--- config.mk ---
export PLATFORM = sky130hd
export DESIGN_NAME = fp_div_seq_flat
export DESIGN_NICKNAME = d
export VERILOG_FILES = /design/src/rtl/fp_div_pkg.sv /design/src/rtl/fp_div_seq_if.sv /design/src/rtl/fp_div_special.sv /design/src/rtl/fp_div_seq.sv /design/src/flat_wrapper.sv
export SDC_FILE = /design/constraint.sdc
export NUM_CORES = 1
export LEC_CHECK = 0
export ABC_CLOCK_PERIOD_IN_PS = 4700
export CAP_MARGIN = 20
export CORE_AREA = 2 2 99 173
export DETAILED_ROUTE_END_ITERATION = 10
export DIE_AREA = 0 0 101 175
export PLACE_DENSITY_LB_ADDON = 0.15
export SLEW_MARGIN = 15
export SYNTH_ARGS = -nofsm -noshare
export SYNTH_HDL_FRONTEND = slang
export SYNTH_SLANG_ARGS = --single-unit
--- constraint.sdc ---
create_clock -name clk -period 4.7 [get_ports clk]
set_input_delay 0.47 -clock clk [delete_from_list [all_inputs] [get_ports clk]]
set_output_delay 0.47 -clock clk [all_outputs]
set_load 0.02 [all_outputs]
--- src/rtl/fp_div_pkg.sv ---
// Shared types and constants for the sequential single-precision divider.
// Holds the FSM state encoding, IEEE constants and the exponent-region drop table.
// No logic of its own; imported by the divider datapath and its classifier.
package fp_div_pkg;

    typedef enum logic [1:0] {
        ST_IDLE,
        ST_DIV,
        ST_NORM,
        ST_DONE
    } state_t;

    localparam int          BIAS = 127;
    localparam logic [31:0] QNAN = 32'h7FC0_0000;

    // Region 0/F drops nothing, each step towards the 7/8 centre drops two more bits.
    function automatic logic [3:0] drop_of(input logic [3:0] rg);
        logic [2:0] k;
        k = rg[3] ? ~rg[2:0] : rg[2:0];
        return {k, 1'b0};
    endfunction

endpackage

--- src/rtl/fp_div_seq_if.sv ---
// Operand/result handshake bundle between a requester and the divider.
// Pure wiring, no latency.
// Valid/ready on both the operand side and the result side.
interface fp_div_seq_if;
    logic        in_valid;
    logic        in_ready;
    logic [31:0] a;
    logic [31:0] b;
    logic        out_valid;
    logic        out_ready;
    logic [31:0] q;

    modport master (output in_valid, a, b, out_ready,
                    input  in_ready, out_valid, q);
    modport slave  (input  in_valid, a, b, out_ready,
                    output in_ready, out_valid, q);
endinterface

--- src/rtl/fp_div_special.sv ---
// Classifies a divide operand pair and produces the short-circuit result word.
// Purely combinational, zero latency.
// No handshake; sampled by the divider when it accepts an operand pair.
module fp_div_special
    import fp_div_pkg::*;
(
    input  logic [31:0] a,
    input  logic [31:0] b,
    output logic        is_special,
    output logic [31:0] spec_q
);

    logic sgn;
    logic a_zero, a_inf, a_nan;
    logic b_zero, b_inf, b_nan;

    assign sgn    = a[31] ^ b[31];
    assign a_zero = (a[30:23] == 8'd0);
    assign b_zero = (b[30:23] == 8'd0);
    assign a_inf  = (a[30:23] == 8'hFF) && (a[22:0] == 23'd0);
    assign b_inf  = (b[30:23] == 8'hFF) && (b[22:0] == 23'd0);
    assign a_nan  = (a[30:23] == 8'hFF) && (a[22:0] != 23'd0);
    assign b_nan  = (b[30:23] == 8'hFF) && (b[22:0] != 23'd0);

    // NaN-producing cases win, then infinities, then zeros; denormals count as zero.
    always_comb begin
        is_special = 1'b1;
        spec_q     = 32'd0;
        if (a_nan || b_nan || (a_zero && b_zero) || (a_inf && b_inf)) begin
            spec_q = QNAN;
        end else if (a_inf || b_zero) begin
            spec_q = {sgn, 8'hFF, 23'd0};
        end else if (a_zero || b_inf) begin
            spec_q = {sgn, 31'd0};
        end else begin
            is_special = 1'b0;
        end
    end

endmodule

--- src/rtl/fp_div_seq.sv ---
// Restoring IEEE single divider, one quotient bit per cycle, exponent-region precision drop.
// Latency: N+1 edges from acceptance (N = 25 - drop), 1 edge for special operands.
// Accepts only in IDLE; result held stable in DONE until out_ready.
module fp_div_seq
    import fp_div_pkg::*;
#(
    parameter bit APPROX = 1'b1
) (
    input  logic         clk,
    input  logic         rst,
    fp_div_seq_if.slave  bus
);

    state_t             state_q, state_d;
    logic [25:0]        rem_q, rem_d;
    logic [23:0]        mb_q, mb_d;
    logic [24:0]        quot_q, quot_d;
    logic [4:0]         cnt_q, cnt_d;
    logic [3:0]         drop_q, drop_d;
    logic signed [9:0]  epre_q, epre_d;
    logic               sign_q, sign_d;
    logic               spec_q, spec_d;
    logic [31:0]        sres_q, sres_d;
    logic [31:0]        q_q, q_d;
    logic               out_valid_q, out_valid_d;

    logic               is_special;
    logic [31:0]        spec_word;
    logic signed [9:0]  epre_in;
    logic [3:0]         drop_in;
    logic [26:0]        diff;
    logic [25:0]        diff_lo;
    logic               diff_neg;
    logic [4:0]         idx;
    logic signed [9:0]  e_norm;
    logic [22:0]        m_norm;
    logic [31:0]        norm_word;

    fp_div_special u_special (
        .a          (bus.a),
        .b          (bus.b),
        .is_special (is_special),
        .spec_q     (spec_word)
    );

    assign bus.in_ready  = (state_q == ST_IDLE);
    assign bus.out_valid = out_valid_q;
    assign bus.q         = q_q;

    assign epre_in  = 10'({2'b00, bus.a[30:23]}) - 10'({2'b00, bus.b[30:23]}) + 10'(BIAS);
    assign drop_in  = APPROX ? drop_of(epre_in[7:4]) : 4'd0;

    // Trial subtraction; the top bit flags a negative result (restore).
    assign diff     = {1'b0, rem_q} - {3'b000, mb_q};
    assign diff_lo  = diff[25:0];
    assign diff_neg = diff[26];
    // Bit position being filled: 24 on the first iteration, drop on the last.
    assign idx      = cnt_q + {1'b0, drop_q} - 5'd1;

    // Normalise the left-aligned quotient (truncating) and clamp the exponent range.
    always_comb begin
        e_norm    = quot_q[24] ? epre_q : epre_q - 10'sd1;
        m_norm    = quot_q[24] ? quot_q[23:1] : quot_q[22:0];
        norm_word = {sign_q, e_norm[7:0], m_norm};
        if (e_norm >= 10'sd255) begin
            norm_word = {sign_q, 8'hFF, 23'd0};
        end else if (e_norm <= 10'sd0) begin
            norm_word = {sign_q, 31'd0};
        end
    end

    // Next-state and datapath update for IDLE -> DIV/NORM -> DONE -> IDLE.
    always_comb begin
        state_d     = state_q;
        rem_d       = rem_q;
        mb_d        = mb_q;
        quot_d      = quot_q;
        cnt_d       = cnt_q;
        drop_d      = drop_q;
        epre_d      = epre_q;
        sign_d      = sign_q;
        spec_d      = spec_q;
        sres_d      = sres_q;
        q_d         = q_q;
        out_valid_d = out_valid_q;
        case (state_q)
            ST_IDLE: begin
                if (bus.in_valid) begin
                    sign_d  = bus.a[31] ^ bus.b[31];
                    spec_d  = is_special;
                    sres_d  = spec_word;
                    epre_d  = epre_in;
                    drop_d  = drop_in;
                    mb_d    = {1'b1, bus.b[22:0]};
                    rem_d   = {2'b00, 1'b1, bus.a[22:0]};
                    quot_d  = 25'd0;
                    cnt_d   = 5'd25 - {1'b0, drop_in};
                    state_d = is_special ? ST_NORM : ST_DIV;
                end
            end
            ST_DIV: begin
                quot_d[idx] = ~diff_neg;
                rem_d       = diff_neg ? (rem_q << 1) : (diff_lo << 1);
                cnt_d       = cnt_q - 5'd1;
                if (cnt_q == 5'd1) begin
                    state_d = ST_NORM;
                end
            end
            ST_NORM: begin
                q_d         = spec_q ? sres_q : norm_word;
                out_valid_d = 1'b1;
                state_d     = ST_DONE;
            end
            ST_DONE: begin
                if (bus.out_ready) begin
                    out_valid_d = 1'b0;
                    state_d     = ST_IDLE;
                end
            end
            default: state_d = ST_IDLE;
        endcase
    end

    // State registers; synchronous reset discards any in-flight operation.
    always_ff @(posedge clk) begin
        if (rst) begin
            state_q     <= ST_IDLE;
            rem_q       <= '0;
            mb_q        <= '0;
            quot_q      <= '0;
            cnt_q       <= '0;
            drop_q      <= '0;
            epre_q      <= '0;
            sign_q      <= 1'b0;
            spec_q      <= 1'b0;
            sres_q      <= '0;
            q_q         <= '0;
            out_valid_q <= 1'b0;
        end else begin
            state_q     <= state_d;
            rem_q       <= rem_d;
            mb_q        <= mb_d;
            quot_q      <= quot_d;
            cnt_q       <= cnt_d;
            drop_q      <= drop_d;
            epre_q      <= epre_d;
            sign_q      <= sign_d;
            spec_q      <= spec_d;
            sres_q      <= sres_d;
            q_q         <= q_d;
            out_valid_q <= out_valid_d;
        end
    end

endmodule
--- src/flat_wrapper.sv ---
// flat-port wrapper written by rule: the top's interface ports become plain ports
module fp_div_seq_flat import fp_div_pkg::*;
#(
    parameter bit APPROX = 1'b1
)
  (clk, rst, bus_in_valid, bus_a, bus_b, bus_out_ready, bus_in_ready, bus_out_valid, bus_q);
  fp_div_seq_if bus_i ();
  input  logic clk;
  input  logic rst;
  input wire logic [$bits(bus_i.in_valid)-1:0] bus_in_valid;
  input wire logic [$bits(bus_i.a)-1:0] bus_a;
  input wire logic [$bits(bus_i.b)-1:0] bus_b;
  input wire logic [$bits(bus_i.out_ready)-1:0] bus_out_ready;
  output wire logic [$bits(bus_i.in_ready)-1:0] bus_in_ready;
  output wire logic [$bits(bus_i.out_valid)-1:0] bus_out_valid;
  output wire logic [$bits(bus_i.q)-1:0] bus_q;
  assign bus_i.in_valid = bus_in_valid;
  assign bus_i.a = bus_a;
  assign bus_i.b = bus_b;
  assign bus_i.out_ready = bus_out_ready;
  assign bus_in_ready = bus_i.in_ready;
  assign bus_out_valid = bus_i.out_valid;
  assign bus_q = bus_i.q;
  fp_div_seq #(.APPROX(APPROX)) u_core (.clk(clk), .rst(rst), .bus(bus_i));
endmodule
Word-level counts from Yosys, hierarchy flattened
Cells that the tools add are included.
{ "word_totals": {"latch_bits": 0, "ff_bits": 162, "mem_bits_rw": 0, "mem_bits_ro": 0, "out_inout_bits": 34, "n_memories": 0} }
{ "op_classes": {"mux": 29, "div_mod_pow": 0, "n_lt_le_gt_ge": 4, "eq_ne": 9, "bitwise": 3, "n_shift": 0, "reduce_logical": 25, "multipliers": 0, "add_sub_neg": 8} }
{ "op_table": {"columns": ["operator", "n"], "rows": [
  ["32-bit two-way mux", 4],
  ["31-bit two-way mux", 2],
  ["26-bit two-way mux", 2],
  ["26-bit case mux with 2 select lines", 1],
  ["25-bit case mux with 2 select lines", 1],
  ["23-bit zero test", 2],
  ["23-bit nonzero test", 2],
  ["26-bit by 24-bit subtractor with 27-bit output", 1],
  ["25-bit bitwise mux", 1],
  ["25-bit two-way mux", 1],
  ["23-bit two-way mux", 1],
  ["8-bit equality test (second input constant)", 2],
  ["8-bit zero test", 2],
  ["10-bit by 7-bit adder with 10-bit output (second input constant)", 1],
  ["10-bit by 9-bit greater-or-equal comparator with 1-bit output (second input constant)", 1],
  ["10-bit by 1-bit less-or-equal comparator with 1-bit output (second input constant)", 1],
  ["10-bit two-way mux", 1],
  ["5-bit case mux with 2 select lines", 1],
  ["10-bit by 2-bit subtractor with 10-bit output (second input constant)", 1],
  ["5-bit by 1-bit subtractor with 5-bit output (second input constant)", 2],
  ["8-bit by 8-bit subtractor with 9-bit output", 1],
  ["2-bit two-way mux", 4],
  ["2-bit case mux with 4 select lines", 1],
  ["1-bit logical AND", 7],
  ["other kinds (22)", 35]
]} }

Longest topological paths before layout
Gate-level depths: netlist (run 1).
{ "depth": {"depth_word": 9, "mapped_depth": 14} }

Cells and area by module
A second synthesis (run 1) with hierarchy kept.
{ "unflattened": {"cells_unflattened": 1267, "area_unflattened_um2": 10068.4} }
{ "by_module_without_submodules": {"columns": ["mod", "n_inst", "area_each_um2", "seq_area_each_um2", "cells_each"], "rows": [
  ["fp_div_seq", 1, 9587.9, 3243.1, 1195],
  ["fp_div_special", 1, 480.5, 0.0, 72]
]} }

Worst setup path before layout (run 1)
No wires, ideal clock.
{ "synth_path": {"path_type": "input to register", "from": "input bus_a[23]", "to": "register u_core.cnt_q[4]", "required_time_ps": 4614, "setup_ps": 86, "path_stages": 12, "arrival_ps": 2733, "slack_ps": 1881, "n_path_buf": 0, "cell_sequence": "inv_1 ha_1 fa_1 nand2b_1 a21oi_1 xor2_1 nor3_2 nand3_1 xnor2_1 xnor2_1 o21ai_0 a211oi_1"} }
{ "synth_via": {"elab_chain_len": 7} }
{ "synth_rtl": {"columns": ["item", "line", "text"], "rows": [
  ["start, declared", "flat_wrapper.sv:11", "input wire logic [$bits(bus_i.a)-1:0] bus_a;"],
  ["8-bit by 8-bit subtractor with 9-bit output *", "fp_div_seq.sv:50", "assign epre_in = 10'({2'b00, bus.a[30:23]}) - 10'({2'b00, bus.b[30:23]}) + 10'(BIAS);"],
  ["10-bit by 7-bit adder with 10-bit output *", "fp_div_seq.sv:50", null],
  ["3-bit inverter", "fp_div_pkg.sv:19", "k = rg[3] ? ~rg[2:0] : rg[2:0];"],
  ["3-bit two-way mux *", "fp_div_pkg.sv:19", null],
  ["5-bit by 4-bit subtractor with 5-bit output *", "fp_div_seq.sv:97", "cnt_d = 5'd25 - {1'b0, drop_in};"],
  ["5-bit two-way mux *", "fp_div_seq.sv:88", "if (bus.in_valid) begin"],
  ["5-bit case mux with 2 select lines *", "fp_div_seq.sv:86", "case (state_q)"],
  ["end signal, assigned", "fp_div_seq.sv:144", "cnt_q <= cnt_d;"],
  ["end, declared", "fp_div_seq.sv:18", "logic [4:0] cnt_q, cnt_d;"]
]} }
Mark *: on every way between the ends. The rest lies on a longest branch, timed or not. The select of a mux whose other input is x is not followed.
A chain may end at the register's enable or synchronous reset.

Worst setup path in the final report (run 1)
{ "layout_path": {"from": "register u_core.rem_q[0]", "to": "register u_core.quot_q[2]"} }
{ "layout_via": {"elab_chain_len": 4} }
{ "layout_rtl": {"columns": ["item", "line", "text"], "rows": [
  ["start, declared", "fp_div_seq.sv:15", "logic [25:0] rem_q, rem_d;"],
  ["start signal, assigned", "fp_div_seq.sv:141", "rem_q <= rem_d;"],
  ["26-bit by 24-bit subtractor with 27-bit output", "fp_div_seq.sv:54", "assign diff = {1'b0, rem_q} - {3'b000, mb_q};"],
  ["1-bit inverter", "fp_div_seq.sv:102", "quot_d[idx] = ~diff_neg;"],
  ["25-bit bitwise mux", "fp_div_seq.sv:102", null],
  ["25-bit case mux with 2 select lines", "fp_div_seq.sv:86", null],
  ["end signal, assigned", "fp_div_seq.sv:143", "quot_q <= quot_d;"],
  ["end, declared", "fp_div_seq.sv:17", "logic [24:0] quot_q, quot_d;"]
]} }
No other way between the ends.

==> results of run 1 <==
==> cells by family (layout without fill, tap and decap cells) <==
kind of cell | count (synthesis) | count (layout) | synth area share
simple gates | 361 | 361 | 0.207
mux | 38 | 38 | 0.0484
other cells | 0 | 1 | 0
buf+inv | 127 | 207 | 0.0612
xor+xnor | 49 | 49 | 0.0508
fa+ha+maj | 48 | 48 | 0.0738
compound gates | 335 | 335 | 0.244
flops | 133 | 133 | 0.315
==> state kept, by name, indices dropped and copies added, names as in the netlist <==
name	count
u_core.rem_q	26
u_core.state_q	2
u_core.bus.out_valid	1
u_core.sign_q	1
u_core.sres_q	3
u_core.epre_q	10
u_core.cnt_q	5
u_core.drop_q	3
u_core.bus.q	32
u_core.mb_q	24
u_core.quot_q	25
u_core.spec_q	1
==> metal layers <==
| layer | global-route usage | vias to the layer above |
|---|---|---|
| met1 | 0.286 | 3771 |
| met5 | 0 | - |
| li1 | - | 4026 |
| met4 | 0.164 | 0 |
| met2 | 0.502 | 222 |
| met3 | 0.0400 | 75 |
==> final cells by class <==
cell class                 instances  area (um^2)
fill                            1525         6160
multi-input combinational        831         5280
sequential                       133         2660
timing repair buffer             111         1080
clock buffer                      19          443
inverter                          65          244
tap                              192          240
clock inverter                    12          179
antenna                            1         2.50
==> through the flow <==
step,setup WS (ns),hold WS [ns],cell area [um^2],std cells,utilization
final,1.27,0.452,10100,1364,0.622
after global routing,1.04,0.482,10100,1364,0.622
after CTS,1.30,0.455,10100,1363,0.622
after detailed placement,1.09,0.447,9510,1332,0.584
after global placement,1.19,0.441,9510,1332,0.584
after floorplan,1.88,0.432,8450,1091,-
==> final timing paths <==
check                                  endpoint                          start
setup / recovery  u_core.quot_q[2]$_SDFFE_PP0P_   u_core.rem_q[0]$_SDFFE_PP0P_
hold / removal    u_core.drop_q[2]$_SDFFE_PP0P_  u_core.drop_q[2]$_SDFFE_PP0P_
setup reg to reg  u_core.quot_q[2]$_SDFFE_PP0P_   u_core.rem_q[0]$_SDFFE_PP0P_
hold reg to reg   u_core.drop_q[2]$_SDFFE_PP0P_  u_core.drop_q[2]$_SDFFE_PP0P_
==> power breakdown <==
part	switching (uW)	internal [uW]
combinational	2670	1620
sequential	205	1360
clock	521	899
==> cell usage in the layout, fill, tap and decap left out, types with 11 or more instances in the layout <==
cell type,instances
sky130_fd_sc_hd__clkdlybuf4s50_1,100
sky130_fd_sc_hd__buf_4,11
sky130_fd_sc_hd__mux2i_1,15
sky130_fd_sc_hd__xor2_1,28
sky130_fd_sc_hd__mux2_2,23
sky130_fd_sc_hd__a21oi_1,142
sky130_fd_sc_hd__ha_1,44
sky130_fd_sc_hd__nand2_1,119
sky130_fd_sc_hd__xnor2_1,21
sky130_fd_sc_hd__nand2b_1,36
sky130_fd_sc_hd__a21o_1,16
sky130_fd_sc_hd__nor2_1,85
sky130_fd_sc_hd__dfxtp_1,133
sky130_fd_sc_hd__nor4_1,14
sky130_fd_sc_hd__a211oi_1,29
sky130_fd_sc_hd__inv_1,64
sky130_fd_sc_hd__o21ai_0,62
sky130_fd_sc_hd__clkbuf_16,17
sky130_fd_sc_hd__nor3_1,17
sky130_fd_sc_hd__nand3_1,37
==> worst max-delay path, delay by kind of cell, from the launching register on <==
family                     cells  cell delay (ns)
and+or+nand+nor                3             0.81
adders and majority gates      2             0.63
buffers and inverters          2             0.31
AOI/OAI and AO/OA              6             1.28
DFF                            1             0.33
==> metrics.txt, run 1 <==
# TYPE chip_impl_metric gauge
chip_impl_info{name="status",value="finished, final reports clean"} 1
chip_impl_metric{name="worst_ep_required_time",unit="ns"} 5.05
chip_impl_metric{name="area_growth_from_synthesis_to_layout",unit="%"} 19.9
chip_impl_metric{name="number_of_enable_flip_flop_cells_after_synthesis",unit=""} 0
chip_impl_info{name="critical-path-top-cell-by-count",value="sky130_fd_sc_hd__a21oi_1"} 1
chip_impl_metric{name="synth_cell_type_count",unit=""} 76
chip_impl_metric{name="highest_clock_rate",unit="MHz"} 291
chip_impl_metric{name="power.total",unit="uW"} 7280
chip_impl_metric{name="global_route.usage.total",unit=""} 0.274
chip_impl_metric{name="async_sr_flop_fraction",unit=""} 0
chip_impl_info{name="clk_root_buffer_cell",value="sky130_fd_sc_hd__clkbuf_16"} 1
chip_impl_metric{name="number_of_global_route_vias_before_repair",unit=""} 7913
chip_impl_metric{name="clkTransAtPathRegs",unit="ns"} 0.06
chip_impl_metric{name="m1WireLength",unit="um"} 8850
chip_impl_metric{name="start_util",unit=""} 0.519
chip_impl_metric{name="tightest_slew",unit="ns"} 1.03
chip_impl_info{name="clock_tree_from_tritoncts",value="done"} 1
chip_impl_metric{name="max-slew-margin-rel",unit=""} 0.316
chip_impl_metric{name="post-cts-setup-buffers",unit=""} 0
chip_impl_metric{name="global_route.overflow_total",unit=""} 0
chip_impl_metric{name="ant_nets",unit=""} 0
chip_impl_metric{name="number_of_antenna_violations_at_the_first_check_in_global_routing",unit=""} 1
chip_impl_info{name="dominantRegCellSynth",value="sky130_fd_sc_hd__dfxtp_1"} 1
chip_impl_metric{name="setup_viol",unit=""} 0
chip_impl_metric{name="maximum_count_of_clock_buffers_along_a_single_path",unit=""} 2
chip_impl_metric{name="die_width",unit="um"} 101
chip_impl_metric{name="routed-wl-met3",unit="um"} 788
chip_impl_metric{name="post_route_cells_drive_above_1_share",unit=""} 0.0717
chip_impl_metric{name="yosysTopAreaCellShare",unit=""} 0.315
chip_impl_info{name="worstSetupPathType",value="reg -> reg"} 1
chip_impl_metric{name="cts.hold.buffers_added",unit=""} 0
chip_impl_metric{name="slew_viol_final",unit=""} 0
chip_impl_metric{name="final_wirelength",unit="um"} 23600
chip_impl_metric{name="power_density",unit="nW/um^2"} 719
chip_impl_info{name="critical_path.startpoint_type",value="flip-flop"} 1
chip_impl_metric{name="power.static_leakage",unit="uW"} 0.00383
chip_impl_metric{name="avgSynthCellArea",unit="um^2"} 7.74
chip_impl_info{name="synth_top_area_cell",value="sky130_fd_sc_hd__dfxtp_1"} 1
chip_impl_metric{name="coreArea",unit="um^2"} 16300
chip_impl_metric{name="crit_path_max_fanout",unit=""} 12
chip_impl_metric{name="synth.yosys.warnings",unit=""} 0
chip_impl_metric{name="fin_setup_tns",unit="ns"} 0
chip_impl_metric{name="mappedNetlistArea",unit="um^2"} 8450
chip_impl_metric{name="grt_max_degree",unit=""} 96
chip_impl_metric{name="ys_seq_area_frac",unit=""} 0.315
chip_impl_metric{name="row_count",unit=""} 62
chip_impl_info{name="synth.area.top_cells",value="sky130_fd_sc_hd__dfxtp_1, sky130_fd_sc_hd__a21oi_1, sky130_fd_sc_hd__ha_1, sky130_fd_sc_hd__nand2_1, sky130_fd_sc_hd__nor2_1"} 1
chip_impl_metric{name="clock_skew",unit="ns"} 0.0113
chip_impl_metric{name="number_of_synthesized_register_bits",unit=""} 133
chip_impl_metric{name="die_height",unit="um"} 175
chip_impl_metric{name="post_drt_via_cell_ratio",unit=""} 5.93
chip_impl_metric{name="min_path_cells",unit=""} 2
chip_impl_metric{name="vdd_ir_drop_max",unit="mV"} 0.466
chip_impl_metric{name="final_period_minus_worst_setup_slack",unit="ns"} 3.43
chip_impl_metric{name="die-area",unit="um^2"} 17700
chip_impl_metric{name="cts_inserted_buffers",unit=""} 17
chip_impl_info{name="top_signal_layer_used",value="met4"} 1
chip_impl_metric{name="routabilityCongestion",unit=""} 0.928
chip_impl_info{name="timing.critical_path.slowest_stage_cell",value="sky130_fd_sc_hd__nor3b_2"} 1
chip_impl_metric{name="cts_num_sinks",unit=""} 133
chip_impl_info{name="hold_path_class",value="reg -> reg"} 1
chip_impl_metric{name="htree_levels",unit=""} 4
chip_impl_metric{name="cp.arrival",unit="ns"} 3.79
chip_impl_metric{name="post_cts_resize_count",unit=""} 0
chip_impl_info{name="rsz_0062_raised_after_global_routing",value="no"} 1
chip_impl_info{name="critical_path.cell_chain",value="inv_1 -> ha_1 -> fa_1 -> nor2b_1 -> o31ai_2 -> a21oi_1 -> a21boi_1 -> o31a_1 -> o21a_1 -> buf_4 -> nor3b_2 -> nand2_1 -> a21oi_1"} 1
chip_impl_metric{name="drcViolationCount",unit=""} 0
chip_impl_metric{name="synth_cells",unit=""} 1091
chip_impl_metric{name="route.detailed.wl_per_inst",unit="um"} 17.3
chip_impl_info{name="ys_top_cells_by_count",value="sky130_fd_sc_hd__a21oi_1, sky130_fd_sc_hd__dfxtp_1, sky130_fd_sc_hd__nand2_1"} 1
chip_impl_metric{name="drtIter0Drc",unit=""} 347
chip_impl_metric{name="min_period_over_period",unit=""} 0.731
chip_impl_metric{name="detailedPlacementHpwl",unit="um"} 17400
chip_impl_info{name="yosysMostFrequentCell",value="sky130_fd_sc_hd__a21oi_1"} 1
chip_impl_metric{name="ff2ff_path_depth",unit=""} 13
chip_impl_metric{name="drt_pre_antenna_iters",unit=""} 5
chip_impl_metric{name="synth_fp_nets",unit=""} 1207
chip_impl_metric{name="grt_pass1_wl",unit="um"} 38500
chip_impl_metric{name="finalNetCount",unit=""} 1275
chip_impl_metric{name="routed-wl-met2",unit="um"} 12600
chip_impl_metric{name="vias",unit=""} 8094
chip_impl_metric{name="port-buffer-count",unit=""} 101
chip_impl_metric{name="maxCapViolCount",unit=""} 0
chip_impl_metric{name="r2r_setup_slack",unit="ns"} 1.27
chip_impl_metric{name="finalHoldViolCount",unit=""} 0
chip_impl_metric{name="pin_count",unit=""} 102
chip_impl_metric{name="clkLatencyLatePin",unit="ns"} 0.43
chip_impl_metric{name="max_incr_delay_on_cp",unit="ns"} 0.51
chip_impl_info{name="cp-end-kind",value="flip-flop"} 1
Power figures use the tool's default switching activity.
==> inputs of run 2 (changes only) <==
--- a/config.mk
+++ b/config.mk
@@ -5,7 +5,7 @@
 export SDC_FILE = /design/constraint.sdc
 export NUM_CORES = 1
 export LEC_CHECK = 0
-export ABC_CLOCK_PERIOD_IN_PS = 4700
+export ABC_CLOCK_PERIOD_IN_PS = 3500
 export CAP_MARGIN = 20
 export CORE_AREA = 2 2 99 173
 export DETAILED_ROUTE_END_ITERATION = 10
==> constraint.sdc (replaced) <==
create_clock -name clk -period 3.5 [get_ports clk]
set_input_delay 0.35 -clock clk [delete_from_list [all_inputs] [get_ports clk]]
set_output_delay 0.35 -clock clk [all_outputs]
set_load 0.02 [all_outputs]
==> run 2 against run 1 <==
  * Combinational power is 38% higher
  * Die area stayed put
  * Critical path type unchanged
  * Routed wire length is 0.33% higher
  * First-iteration DRC count is 18% lower
==> metrics.txt, run 2 (same netlist as run 1, synthesis figures left out) <==
# TYPE chip_impl_metric gauge
chip_impl_info{name="status",value="finished, final reports clean"} 1
chip_impl_metric{name="setup_viol",unit=""} 0
chip_impl_metric{name="vdd_ir_drop_max",unit="mV"} 0.536
chip_impl_metric{name="global_route.overflow_total",unit=""} 0
chip_impl_metric{name="power_density",unit="nW/um^2"} 973
chip_impl_metric{name="max_incr_delay_on_cp",unit="ns"} 0.56
chip_impl_metric{name="pin_count",unit=""} 102
chip_impl_metric{name="global_route.usage.total",unit=""} 0.274
chip_impl_info{name="rr_startpoint",value="u_core.rem_q[0]$_SDFFE_PP0P_"} 1
chip_impl_metric{name="cts_inserted_buffers",unit=""} 17
chip_impl_info{name="hold_path_class",value="in -> reg"} 1
chip_impl_info{name="cp-end-kind",value="flip-flop"} 1
chip_impl_metric{name="min_period_over_period",unit=""} 0.930
chip_impl_metric{name="final_wirelength",unit="um"} 23700
chip_impl_metric{name="highest_clock_rate",unit="MHz"} 307
chip_impl_info{name="critical-path-top-cell-by-count",value="sky130_fd_sc_hd__a21oi_1"} 1
chip_impl_info{name="top_library_cells_by_usage_in_the_layout_fill_and_taps_aside",value="sky130_fd_sc_hd__a21oi_1, sky130_fd_sc_hd__dfxtp_1, sky130_fd_sc_hd__nand2_1"} 1
chip_impl_metric{name="detailedPlacementHpwl",unit="um"} 17700
chip_impl_metric{name="drt_pre_antenna_iters",unit=""} 5
chip_impl_metric{name="clock_skew",unit="ns"} 0.0123
chip_impl_metric{name="layout.area.seq",unit="um^2"} 2660
chip_impl_metric{name="ff2ff_path_depth",unit=""} 12
chip_impl_metric{name="largest_reg_flops",unit=""} 32
chip_impl_metric{name="placement.setup.worst_slack",unit="ns"} 0.0530
chip_impl_metric{name="power.total",unit="uW"} 10000
chip_impl_metric{name="holdWs",unit="ns"} 0.378
chip_impl_metric{name="cp.arrival",unit="ns"} 3.61
chip_impl_info{name="final_common_cell",value="sky130_fd_sc_hd__a21oi_1"} 1
chip_impl_metric{name="r2r_setup_slack",unit="ns"} 0.24
chip_impl_metric{name="drtIter0Drc",unit=""} 283
chip_impl_info{name="critical_path.cell_chain",value="inv_1 -> ha_1 -> fa_1 -> nor2b_1 -> o31ai_2 -> a21oi_1 -> a21boi_1 -> o31a_1 -> o21a_2 -> nor4_2 -> nand2_1 -> a21oi_1"} 1
chip_impl_metric{name="cts_num_sinks",unit=""} 133
chip_impl_info{name="clock_tree_from_tritoncts",value="done"} 1
chip_impl_metric{name="tightest_slew",unit="ns"} 0.721
chip_impl_metric{name="maxCapViolCount",unit=""} 0
chip_impl_metric{name="fin_setup_tns",unit="ns"} 0
chip_impl_metric{name="row_count",unit=""} 62
chip_impl_metric{name="layout.filler_cells",unit=""} 1574
chip_impl_metric{name="grt_max_degree",unit=""} 52
chip_impl_metric{name="number_of_global_route_vias_before_repair",unit=""} 7956
chip_impl_metric{name="grt_pass1_wl",unit="um"} 38400
chip_impl_info{name="timing.critical_path.slowest_stage_cell",value="sky130_fd_sc_hd__nor4_2"} 1
chip_impl_metric{name="area_growth_from_synthesis_to_layout",unit="%"} 21.8
chip_impl_info{name="clk_root_buffer_cell",value="sky130_fd_sc_hd__clkbuf_16"} 1
chip_impl_info{name="rsz_0062_raised_after_global_routing",value="no"} 1
chip_impl_metric{name="drcViolationCount",unit=""} 0
chip_impl_metric{name="final_period_minus_worst_setup_slack",unit="ns"} 3.26
chip_impl_metric{name="finalNetCount",unit=""} 1291
chip_impl_metric{name="die_height",unit="um"} 175
chip_impl_info{name="hold-path-endpoint",value="u_core.rem_q[0]$_SDFFE_PP0P_"} 1
chip_impl_metric{name="clkLatencyLatePin",unit="ns"} 0.43
chip_impl_metric{name="max-slew-margin-rel",unit=""} 0.515
chip_impl_metric{name="die_width",unit="um"} 101
chip_impl_metric{name="worst_ep_required_time",unit="ns"} 3.85
chip_impl_info{name="critical_path.startpoint_type",value="flip-flop"} 1
chip_impl_metric{name="coreArea",unit="um^2"} 16300
chip_impl_metric{name="maximum_count_of_clock_buffers_along_a_single_path",unit=""} 2
chip_impl_metric{name="start_util",unit=""} 0.519
chip_impl_metric{name="final.setup.worst_slack",unit="ns"} 0.243
chip_impl_metric{name="route.detailed.wl_per_inst",unit="um"} 17.2
chip_impl_metric{name="htree_levels",unit=""} 4
chip_impl_metric{name="port-buffer-count",unit=""} 101
chip_impl_metric{name="cts.hold.buffers_added",unit=""} 0
chip_impl_metric{name="finalHoldViolCount",unit=""} 0
chip_impl_metric{name="routabilityCongestion",unit=""} 0.893
chip_impl_metric{name="vias",unit=""} 8141
chip_impl_info{name="rr_endpoint",value="u_core.quot_q[23]$_SDFFE_PP0P_"} 1
chip_impl_metric{name="post_route_cells_drive_above_1_share",unit=""} 0.0859
chip_impl_metric{name="number_of_antenna_violations_at_the_first_check_in_global_routing",unit=""} 2
chip_impl_info{name="timing.hold.worst.start",value="rst"} 1
chip_impl_metric{name="post_drt_via_cell_ratio",unit=""} 5.89
chip_impl_metric{name="slew_viol_final",unit=""} 0
chip_impl_metric{name="die-area",unit="um^2"} 17700
chip_impl_metric{name="power.static_leakage",unit="uW"} 0.00392
chip_impl_metric{name="multi_input_gate_area",unit="um^2"} 5280
chip_impl_metric{name="ant_nets",unit=""} 0
chip_impl_metric{name="min_path_cells",unit=""} 2
chip_impl_metric{name="clkTransAtPathRegs",unit="ns"} 0.06
chip_impl_metric{name="crit_path_max_fanout",unit=""} 10
chip_impl_info{name="worstSetupPathType",value="reg -> reg"} 1
[run 2: final cells by class]
class | count | share of cell area
timing repair buffer | 127 | 0.117
inverter | 65 | 0.0237
clock inverter | 14 | 0.0220
clock buffer | 18 | 0.0417
antenna | 2 | 0.000486
sequential | 133 | 0.259
multi-input combinational | 831 | 0.513
tap | 192 | 0.0233
[run 2: worst max-delay path by stage]
stage	startpoint	end	slack, ns	cells past startpoint
finish	u_core.rem_q[0]$_SDFFE_PP0P_	u_core.quot_q[23]$_SDFFE_PP0P_	0.24	12
global placement	bus_a[23]	u_core.cnt_q[4]$_SDFFE_PP0P_	0.11	13
detailed placement	bus_a[23]	u_core.cnt_q[4]$_SDFFE_PP0P_	0.05	13
global route	u_core.rem_q[0]$_SDFFE_PP0P_	u_core.rem_q[20]$_SDFFE_PP0P_	0.08	13
floorplan	u_core.rem_q[0]$_SDFFE_PP0P_	u_core.rem_q[20]$_SDFFE_PP0P_	0.77	13
CTS	u_core.mb_q[2]$_SDFFE_PP0P_	u_core.rem_q[4]$_SDFFE_PP0P_	0.13	12
[run 2: power by group]
part	total [uW]	switching, uW	internal (uW)
combinational	5900	3610	2290
sequential	2100	271	1830
clock	2010	732	1270
total	10000	4610	5390
[run 2: per-layer routing]
metal  share of wire  global-route usage
met1            0.37               0.290
met2            0.53               0.496
met3           0.036              0.0320
met4           0.066               0.177
met5               0                   0
[run 2: worst max-delay path: cells and delay by family (launching register included)]
kind                     cells  cell delay, ns
adder cells (fa/ha/maj)      2            0.62
AND/OR/NAND/NOR              3            0.88
buffers and inverters        1            0.06
flip-flops                   1            0.33
AO/OA/AOI/OAI                6            1.30
[run 2: what timing repair did]
action | 4_1_cts | 5_1_grt
setup endpoints to repair | 0 | 6
hold endpoints to repair | 0 | 0
buffers inserted | 0 | 0
resized for setup | 0 | 1
[run 2: through the flow]
| step | instances | instance area [um^2] | utilization |
|---|---|---|---|
| 2_1_floorplan | 1091 | 8450 | - |
| 3_3_place_gp | 1348 | 9630 | 0.591 |
| 3_5_place_dp | 1348 | 9630 | 0.591 |
| 4_1_cts | 1380 | 10300 | 0.631 |
| 5_1_grt | 1382 | 10300 | 0.632 |
| 6_report | 1382 | 10300 | 0.632 |
==> inputs of run 3 (changes only) <==
--- a/config.mk
+++ b/config.mk
@@ -11,6 +11,7 @@
 export DETAILED_ROUTE_END_ITERATION = 10
 export DIE_AREA = 0 0 101 175
 export PLACE_DENSITY_LB_ADDON = 0.15
+export SETUP_SLACK_MARGIN = 0.5
 export SLEW_MARGIN = 15
 export SYNTH_ARGS = -nofsm -noshare
 export SYNTH_HDL_FRONTEND = slang
==> run 3 against run 2 <==
  * Cell count increased by 0.72%
  * Flip-flop and latch count unchanged
  * Critical path depth is 1 higher
  * First-iteration DRC count rose by 4.6%
  * Clock skew is 0.0037 ns lower
  * Worst setup slack improved by 0.35 ns
  * Clock power about the same
  * Global-route usage up 0.14 points
  * Fmax is 12% higher
  * Via count grew 1.7%
  * Sequential share of layout area is 0.72 points lower
  * Combinational power up 12%
  * Highest routed layer unchanged
==> metrics.txt, run 3 (same netlist as run 1, synthesis figures left out) <==
# TYPE chip_impl_metric gauge
chip_impl_metric{name="area_growth_from_synthesis_to_layout",unit="%"} 25.3
chip_impl_info{name="rr_endpoint",value="u_core.quot_q[23]$_SDFFE_PP0P_"} 1
chip_impl_metric{name="cts.hold.buffers_added",unit=""} 0
chip_impl_metric{name="route.detailed.wl_per_inst",unit="um"} 17.6
chip_impl_info{name="final_common_cell",value="sky130_fd_sc_hd__a21oi_1"} 1
chip_impl_info{name="hold_path_class",value="in -> reg"} 1
chip_impl_metric{name="utilization",unit=""} 0.650
chip_impl_metric{name="fin_setup_tns",unit="ns"} 0
chip_impl_metric{name="cp.arrival",unit="ns"} 3.24
chip_impl_metric{name="ff2ff_path_depth",unit=""} 14
chip_impl_info{name="rr_startpoint",value="u_core.rem_q[0]$_SDFFE_PP0P_"} 1
chip_impl_metric{name="number_of_global_route_vias_before_repair",unit=""} 7987
chip_impl_metric{name="die_height",unit="um"} 175
chip_impl_metric{name="start_util",unit=""} 0.519
chip_impl_metric{name="clkLatencyLatePin",unit="ns"} 0.42
chip_impl_info{name="top_library_cells_by_usage_in_the_layout_fill_and_taps_aside",value="sky130_fd_sc_hd__a21oi_1, sky130_fd_sc_hd__dfxtp_1, sky130_fd_sc_hd__nand2_1"} 1
chip_impl_info{name="worstSetupPathType",value="in -> reg"} 1
chip_impl_metric{name="highest_clock_rate",unit="MHz"} 344
chip_impl_info{name="critical_path.startpoint_type",value="input pin"} 1
chip_impl_metric{name="global_route.overflow_total",unit=""} 0
chip_impl_metric{name="detailedPlacementHpwl",unit="um"} 17700
chip_impl_info{name="status",value="finished, final reports clean"} 1
chip_impl_metric{name="drt_pre_antenna_iters",unit=""} 5
chip_impl_info{name="critical_path.cell_chain",value="clkdlybuf4s50_1 -> inv_1 -> ha_1 -> fa_2 -> nand2b_1 -> a21oi_1 -> xor2_1 -> nor3_4 -> or2_2 -> a21o_1 -> mux2i_1 -> o21ai_0 -> a211oi_1"} 1
chip_impl_metric{name="power.static_leakage",unit="uW"} 0.00404
chip_impl_metric{name="die_width",unit="um"} 101
chip_impl_metric{name="post_drt_via_cell_ratio",unit=""} 5.95
chip_impl_info{name="clk_root_buffer_cell",value="sky130_fd_sc_hd__clkbuf_16"} 1
chip_impl_metric{name="min_period_over_period",unit=""} 0.829
chip_impl_metric{name="largest_reg_flops",unit=""} 32
chip_impl_info{name="hold-path-endpoint",value="u_core.rem_q[0]$_SDFFE_PP0P_"} 1
chip_impl_metric{name="drcViolationCount",unit=""} 0
chip_impl_metric{name="die-area",unit="um^2"} 17700
chip_impl_metric{name="clkTransAtPathRegs",unit="ns"} 0.06
chip_impl_metric{name="slew_viol_final",unit=""} 0
chip_impl_metric{name="r2r_setup_slack",unit="ns"} 0.61
chip_impl_metric{name="routabilityCongestion",unit=""} 0.893
chip_impl_metric{name="clock_skew",unit="ns"} 0.00862
chip_impl_metric{name="grt_max_degree",unit=""} 52
chip_impl_metric{name="port-buffer-count",unit=""} 101
chip_impl_metric{name="cts_num_sinks",unit=""} 133
chip_impl_metric{name="max-slew-margin-rel",unit=""} 0.520
chip_impl_metric{name="max_incr_delay_on_cp",unit="ns"} 0.49
chip_impl_info{name="timing.critical_path.slowest_stage_cell",value="sky130_fd_sc_hd__clkdlybuf4s50_1"} 1
chip_impl_metric{name="post_route_cells_drive_above_1_share",unit=""} 0.117
chip_impl_metric{name="htree_levels",unit=""} 4
chip_impl_metric{name="maximum_count_of_clock_buffers_along_a_single_path",unit=""} 2
chip_impl_info{name="rsz_0062_raised_after_global_routing",value="yes"} 1
chip_impl_metric{name="vdd_ir_drop_max",unit="mV"} 0.627
chip_impl_metric{name="crit_path_max_fanout",unit=""} 4
chip_impl_metric{name="cp_bufs_invs",unit=""} 2
chip_impl_info{name="clock_tree_from_tritoncts",value="done"} 1
chip_impl_info{name="timing.hold.worst.start",value="rst"} 1
chip_impl_metric{name="tightest_slew",unit="ns"} 0.714
chip_impl_metric{name="maxCapViolCount",unit=""} 0
chip_impl_metric{name="finalNetCount",unit=""} 1301
chip_impl_metric{name="ant_nets",unit=""} 0
chip_impl_metric{name="grt_pass1_wl",unit="um"} 38600
chip_impl_metric{name="cts_inserted_buffers",unit=""} 17
chip_impl_metric{name="final_wirelength",unit="um"} 24500
chip_impl_metric{name="global_route.usage.total",unit=""} 0.275
chip_impl_metric{name="setup_viol",unit=""} 0
chip_impl_metric{name="final_period_minus_worst_setup_slack",unit="ns"} 2.90
chip_impl_metric{name="row_count",unit=""} 62
chip_impl_metric{name="finalHoldViolCount",unit=""} 0
chip_impl_info{name="cpLargestDelayFamily",value="compound AO/OA/AOI/OAI gates"} 1
chip_impl_metric{name="min_path_cells",unit=""} 2
chip_impl_metric{name="drtIter0Drc",unit=""} 296
chip_impl_metric{name="worst_ep_required_time",unit="ns"} 3.84
chip_impl_metric{name="vias",unit=""} 8282
chip_impl_metric{name="coreArea",unit="um^2"} 16300
chip_impl_metric{name="power_density",unit="nW/um^2"} 1010
chip_impl_metric{name="number_of_antenna_violations_at_the_first_check_in_global_routing",unit=""} 2
chip_impl_info{name="cp-end-kind",value="flip-flop"} 1
chip_impl_metric{name="pin_count",unit=""} 102
==> run 3: stage by stage <==
| stage | area, um^2 | instances | power [uW] | hold slack (ns) | setup slack (ns) |
|---|---|---|---|---|---|
| 2_1_floorplan | 8450 | 1091 | 6560 | 0.432 | 0.775 |
| 3_3_place_gp | 9630 | 1348 | 7880 | 0.443 | 0.106 |
| 3_5_place_dp | 9630 | 1348 | 7960 | 0.447 | 0.0530 |
| 4_1_cts | 10400 | 1383 | 10200 | 0.370 | 0.513 |
| 5_1_grt | 10600 | 1392 | 11500 | 0.399 | 0.429 |
| 6_report | 10600 | 1392 | 10700 | 0.372 | 0.597 |
==> run 3: routing by layer <==
| layer | GRT usage | vias up | part of all wire | wire length, um |
|---|---|---|---|---|
| li1 | - | 4058 | - | - |
| met1 | 0.293 | 3913 | 0.37 | 8960 |
| met2 | 0.497 | 241 | 0.54 | 13300 |
| met3 | 0.0352 | 70 | 0.032 | 787 |
| met4 | 0.176 | 0 | 0.060 | 1480 |
| met5 | 0 | - | 0 | 0 |
==> run 3: what timing repair did <==
item / 4_1_cts / 5_1_grt
pin swaps: 4 / 13
endpoints found under the hold margin: 0 / 0
setup buffers: 3 / 6
resized for setup: 7 / 35
endpoints found under the setup margin: 49 / 61
gates cloned: 0 / 1
==> run 3: worst max path at each step <==
stage | cells after the start | slack, ns | endpoint | startpoint
2_1_floorplan | 13 | 0.77 | u_core.rem_q[20]$_SDFFE_PP0P_ | u_core.rem_q[0]$_SDFFE_PP0P_
3_3_place_gp | 13 | 0.11 | u_core.cnt_q[4]$_SDFFE_PP0P_ | bus_a[23]
3_5_place_dp | 13 | 0.05 | u_core.cnt_q[4]$_SDFFE_PP0P_ | bus_a[23]
4_1_cts | 13 | 0.51 | u_core.cnt_q[4]$_SDFFE_PP0P_ | bus_a[23]
5_1_grt | 12 | 0.43 | u_core.cnt_q[4]$_SDFFE_PP0P_ | bus_b[24]
6_report | 13 | 0.60 | u_core.cnt_q[4]$_SDFFE_PP0P_ | bus_a[23]
==> run 3: power by group <==
group          internal, uW  total, uW  switching [uW]
clock network          1270       2010             736
logic                  2670       6630            3960
registers              1830       2100             273
==> run 3: worst register-to-register path, stage by stage, from the launching register on <==
cell and delay, ns:
sky130_fd_sc_hd__dfxtp_2 0.33, sky130_fd_sc_hd__inv_1 0.05, sky130_fd_sc_hd__ha_2 0.19, sky130_fd_sc_hd__fa_2 0.39, sky130_fd_sc_hd__nor2b_4 0.15, sky130_fd_sc_hd__o31ai_4 0.09, sky130_fd_sc_hd__a21oi_2 0.17, sky130_fd_sc_hd__a21boi_2 0.09
sky130_fd_sc_hd__o31a_1 0.32, sky130_fd_sc_hd__o21a_4 0.28, sky130_fd_sc_hd__buf_12 0.14, sky130_fd_sc_hd__nor4_4 0.19, sky130_fd_sc_hd__buf_4 0.19, sky130_fd_sc_hd__nand2_1 0.08, sky130_fd_sc_hd__a21oi_1 0.16
==> run 3: cell type report <==
type                    count  area [um^2]
fillers                  1507         5700
clock inverters            14          226
multi-input cells         832         5480
inverters                  65          244
well taps                 192          240
repair buffers            136         1300
clock buffers              18          429
flip-flops and latches    133         2660
diodes                      2         5.00
==> RTL edit 1, RTL diff (settings of run 3) <==
`sres_q` no longer has a reset.
--- a/src/rtl/fp_div_seq.sv
+++ b/src/rtl/fp_div_seq.sv
@@ -135,3 +135,2 @@
             spec_q      <= 1'b0;
-            sres_q      <= '0;
             q_q         <= '0;
@@ -148,3 +147,2 @@
             spec_q      <= spec_d;
-            sres_q      <= sres_d;
             q_q         <= q_d;
@@ -154,2 +152,6 @@
 
+    always_ff @(posedge clk) begin
+        sres_q <= sres_d;
+    end
+
 endmodule
Behaviour: same outputs for any inputs over 10 cycles, from zero or initial values and one cycle with rst high; that may be too few to reach the edited logic, so the function may still have changed.
==> RTL edit 1 against run 3 <==
  * Worst setup slack better by 0.011 ns
  * Clock skew is 0.0020 ns higher
  * Routed wire length is 4.1% lower
  * Die area stayed put
  * Worst hold slack better by 0.077 ns
  * First-iteration DRC count is 28% higher
  * Total power is 2.5% higher
  * Area after synthesis is 0.43% higher
  * Critical path depth stayed put
  * Cell area hardly changed
  * Sequential cell count stayed put
  * Cell count is 1.0% higher
  * Largest cell class unchanged
==> RTL edit 1: results (changes against run 3) <==
status=completed; CP max stage delay=0.48 ns; Synth Flop Type=dfxtp_1; Fin Clk Skew=0.0106 ns (+0.00198 ns); initial antenna violation count=0 (-2); Net Sw Frac=46.7% (+0.50 points); HPWL Detailed=17000 µm (-4.2%); max reg flops=32 (unchanged); crit-path leading delay family=compound AO/OA/AOI/OAI gates; Synth area leaders=dfxtp_1 31%, a21oi_1 8.0%, nand2_1 6.7%; ANT cells=0 (-2); Layout Nets=1317 (+1.2%); largest net degree at the start of global routing=98 (+88%); sequential fraction of the synthesis area=31.7% (+0.22 points); Routed WL=23500 µm (-4.1%); Mapped Nets=1228 (+1.7%); FILL cells=1495 (-0.80%); Final Wtd Congestion=0.908 (+1.7%); clk_lat worst skew=0.42 ns (about the same); vias in the first global route=7914 (-0.91%); layout cells sized above 1=12.5% (+0.83 points); root buf cell=clkbuf_16; global-route wire length before repair=37400 µm (-3.0%); synth unique cells=77 (+1.3%); async set-reset flop share out of synthesis=0% (unchanged); DRT iter0 DRCs=380 (+28%); Yosys warning count=0 (unchanged); Worst-Margin Slew=1.06 ns (+0.342 ns); mean routed wirelength per cell=16.7 µm (-5.1%); P_leak=0.00406 µW (+0.56%); Tightest Hold Check Type=reg2reg; number of synthesized flops with an enable pin=3 (+3); Cells after DPL=1365 (+1.3%); Slowest-stage cell, CP=or4b_1; Syn Area/Cell=7.63 µm² (-1.5%); Clock Path Buffers=2 (unchanged); Max VDD drop=0.578 mV (-7.8%); Crit Path Max Fanout=3 (-1); top cells by count, synth=151 x nand2_1, 135 x a21oi_1, 130 x dfxtp_1, 107 x nor2_1; # port buffers=101 (unchanged); via count=8326 (+0.53%); dpl ws=0.0299 ns (-0.0230 ns); GRT Overall Usage=26.5% (-0.95 points); crit path DAT=3.23 ns (about the same); R2R cell count=13 (-1)
[RTL edit 1: cell count changes after synthesis, moves of 8 or more]
cell / run 3 / this run
nand2_1: 119 / 151
nand2b_1: 36 / 9
nor2_1: 85 / 107
nor3_1: 17 / 36
a2bb2oi_1: 1 / 12
xor2_1: 28 / 18
nand3_1: 37 / 29
[RTL edit 1: cell type report]
| class | count | area (µm²) | area share [%] |
|---|---|---|---|
| flip-flops and latches | 133 | 2690 | 25.5 |
| clock inverters | 15 | 169 | 1.60 |
| multi-input cells | 855 | 5560 | 52.5 |
| well taps | 192 | 240 | 2.27 |
| repair buffers | 133 | 1270 | 12.0 |
| inverters | 61 | 229 | 2.16 |
| clock buffers | 17 | 425 | 4.02 |
[RTL edit 1: tightest hold or removal path, delay by kind of cell, from the launching register on]
family           cells  cell delay [ns]
flip-flops           1             0.31
AND/OR/NAND/NOR      1             0.05
AO/OA/AOI/OAI        1             0.05
[RTL edit 1: logic make-up (layout without fill, tap and decap cells)]
family	after synthesis	in the layout	share of synthesized area [%]
simple gates	398	398	21.3
compound gates	322	322	23.4
flops	133	133	31.7
buf+inv	124	226	6.10
fa+ha+maj	48	48	7.34
xor+xnor	47	47	5.01
mux	40	40	5.06
[RTL edit 1: timing repair]
action | in CTS | in global routing
pin swaps | 3 | 12
endpoints found under the setup margin | 22 | 51
setup buffers | 0 | 9
cloned | 0 | 0
resized for setup | 11 | 46
[RTL edit 1: layer usage]
layer | up-vias | wire length (µm) | part of all wire (%) | global-route usage [%]
li1 | 4133 | - | - | -
met1 | 3883 | 8730 | 37 | 27.3
met2 | 244 | 13000 | 55 | 49.9
met3 | 66 | 817 | 3.5 | 4.28
met4 | 0 | 942 | 4.0 | 14.0
met5 | - | 0 | 0 | 0
[RTL edit 1: final timing paths]
path | slack, ns | end | start
worst max register to register | 0.61 | u_core.rem_q[13] | u_core.rem_q[0]
worst min register to register | 0.45 | u_core.bus.q[0] | u_core.bus.q[0]
worst min-delay path | 0.45 | u_core.bus.q[0] | u_core.bus.q[0]
worst max-delay path | 0.61 | u_core.rem_q[13] | u_core.rem_q[0]
[RTL edit 1: power by group through the flow]
| stage | sequential (µW) | clock [µW] | combinational (µW) |
|---|---|---|---|
| after floorplan | 2090 | 0 | 4810 |
| after CTS | 2110 | 1840 | 6320 |
| final | 2120 | 1810 | 7070 |
| after global placement | 2130 | 0 | 6140 |
| after detailed placement | 2140 | 0 | 6180 |
| after global routing | 2160 | 1900 | 7720 |
[RTL edit 1: per-stage QoR]
stage / cell area (µm²) / hold slack, ns
after floorplan: 8480 / 0.432
after global placement: 9640 / 0.443
after detailed placement: 9640 / 0.445
after CTS: 10300 / 0.452
after global routing: 10600 / 0.470
final: 10600 / 0.449
==> RTL edit 2, RTL diff (config.mk and constraints of run 3) <==
Without the edit above. `APPROX` is set to 1'b1 in 2 places; all go to 1'b0.
--- a/src/rtl/fp_div_seq.sv
+++ b/src/rtl/fp_div_seq.sv
@@ -6,3 +6,3 @@
 #(
-    parameter bit APPROX = 1'b1
+    parameter bit APPROX = 1'b0
 ) (
--- a/src/flat_wrapper.sv
+++ b/src/flat_wrapper.sv
@@ -3,3 +3,3 @@
 #(
-    parameter bit APPROX = 1'b1
+    parameter bit APPROX = 1'b0
 )
Check against the original RTL: same outputs for any inputs over 10 cycles, from zero or initial values and one cycle with rst high; that may be too few to reach the edited logic, so the function may still have changed.
==> RTL edit 2 against run 3 <==
  * Sequential cell count fell by 3
  * Total power is 8.5% lower
  * Core utilization is 3.6 points lower
  * Clock skew rose by 0.0028 ns
  * Critical path depth decreased by 1
  * Worst setup slack better by 0.047 ns
  * Routed wire length down 11%
  * Worst hold slack got worse by 0.15 ns
  * Clock power shrank 6%
  * Area after synthesis decreased by 3.0%
  * Cell area fell by 5.6%
==> RTL edit 2: results (changes against run 3) <==
status=completed; Routed WL=21800 µm (-11%); post-cts gate resize count=3 (-4); Post-Synth Adder-Cell Area=6.90% (-0.47 points); CP max stage delay=0.42 ns (-0.07 ns); Crit Path Max Fanout=10 (+6); crit path capture=u_core.rem_q[12]; R2R Setup Slk=0.64 ns (+0.03 ns); HPWL Detailed=15900 µm (-10%); GRT Overall Usage=25.5% (-2.0 points); vias in the first global route=7678 (-3.9%); R2R cell count=12 (-2); initial antenna violation count=0 (-2); Syn Area/Cell=7.74 µm² (about the same); ANT cells=0 (-2); DP Area=9300 µm² (-3.4%); dpl ws=0.373 ns (+0.320 ns); top cells by count, synth=151 x nand2_1, 130 x dfxtp_1, 97 x a21oi_1, 97 x nor2_1, 57 x o21ai_0; layout cells sized above 1=8.84% (-2.8 points); Synth area leaders=dfxtp_1 32%, nand2_1 6.9%, ha_1 6.4%; Slowest-stage cell, CP=fa_1; P_leak=0.00371 µW (-8.1%); global-route wire length before repair=36200 µm (-6.2%); Worst R2R End=u_core.rem_q[12]; Post-CTS Setup Bufs=0 (-3); sequential fraction of the synthesis area=31.8% (+0.25 points); final period utilization=81.6% (-1.4 points); Worst-Margin Slew=0.613 ns (-0.101 ns); Layout Nets=1242 (-4.5%); Final Wtd Congestion=0.979 (+9.6%)
==> RTL edit 2: layout make-up <==
type	instances	area [µm²]
fillers	1523	6300
multi-input cells	813	5210
flip-flops and latches	130	2600
repair buffers	118	1140
clock buffers	18	429
well taps	192	240
clock inverters	13	188
inverters	50	188
==> RTL edit 2: power groups by stage <==
stage,Clock (µW),Sequential [µW],Combinational (µW)
4_1_cts,1900,2080,5690
5_1_grt,1970,2120,6500
2_1_floorplan,0,2050,4370
6_report,1880,2090,5860
3_5_place_dp,0,2110,5610
3_3_place_gp,0,2100,5570
==> RTL edit 2: worst reg2reg max path, delay by kind of cell, from the launching register on <==
family                   cells  cell delay, ns
multiplexers                 1            0.27
adder cells (fa/ha/maj)      2            0.61
flip-flops                   1            0.34
buffers and inverters        2            0.26
AO/OA/AOI/OAI                5            0.93
AND/OR/NAND/NOR              2            0.33
==> RTL edit 2: cell families after synthesis <==
group | count (synthesis)
mux | 37
flops | 130
fa+ha+maj | 44
simple gates | 383
buf+inv | 115
compound gates | 310
xor+xnor | 39
==> RTL edit 2: metal layers <==
layer / vias up / global-route usage [%] / wire length (µm)
li1: 3946 / - / -
met1: 3689 / 27.8 / 8710
met2: 202 / 47.3 / 11700
met3: 39 / 3.84 / 795
met4: 0 / 11.4 / 610
met5: - / 0 / 0
==> RTL edit 2: worst min path at each step <==
stage | to | slack [ns] | cells past startpoint
floorplan | u_core.rem_q[25] | 0.43 | 2
global placement | u_core.bus.q[16] | 0.44 | 2
detailed placement | u_core.bus.q[12] | 0.44 | 2
CTS | u_core.epre_q[9] | 0.21 | 2
global route | u_core.epre_q[9] | 0.23 | 2
finish | u_core.epre_q[9] | 0.23 | 2
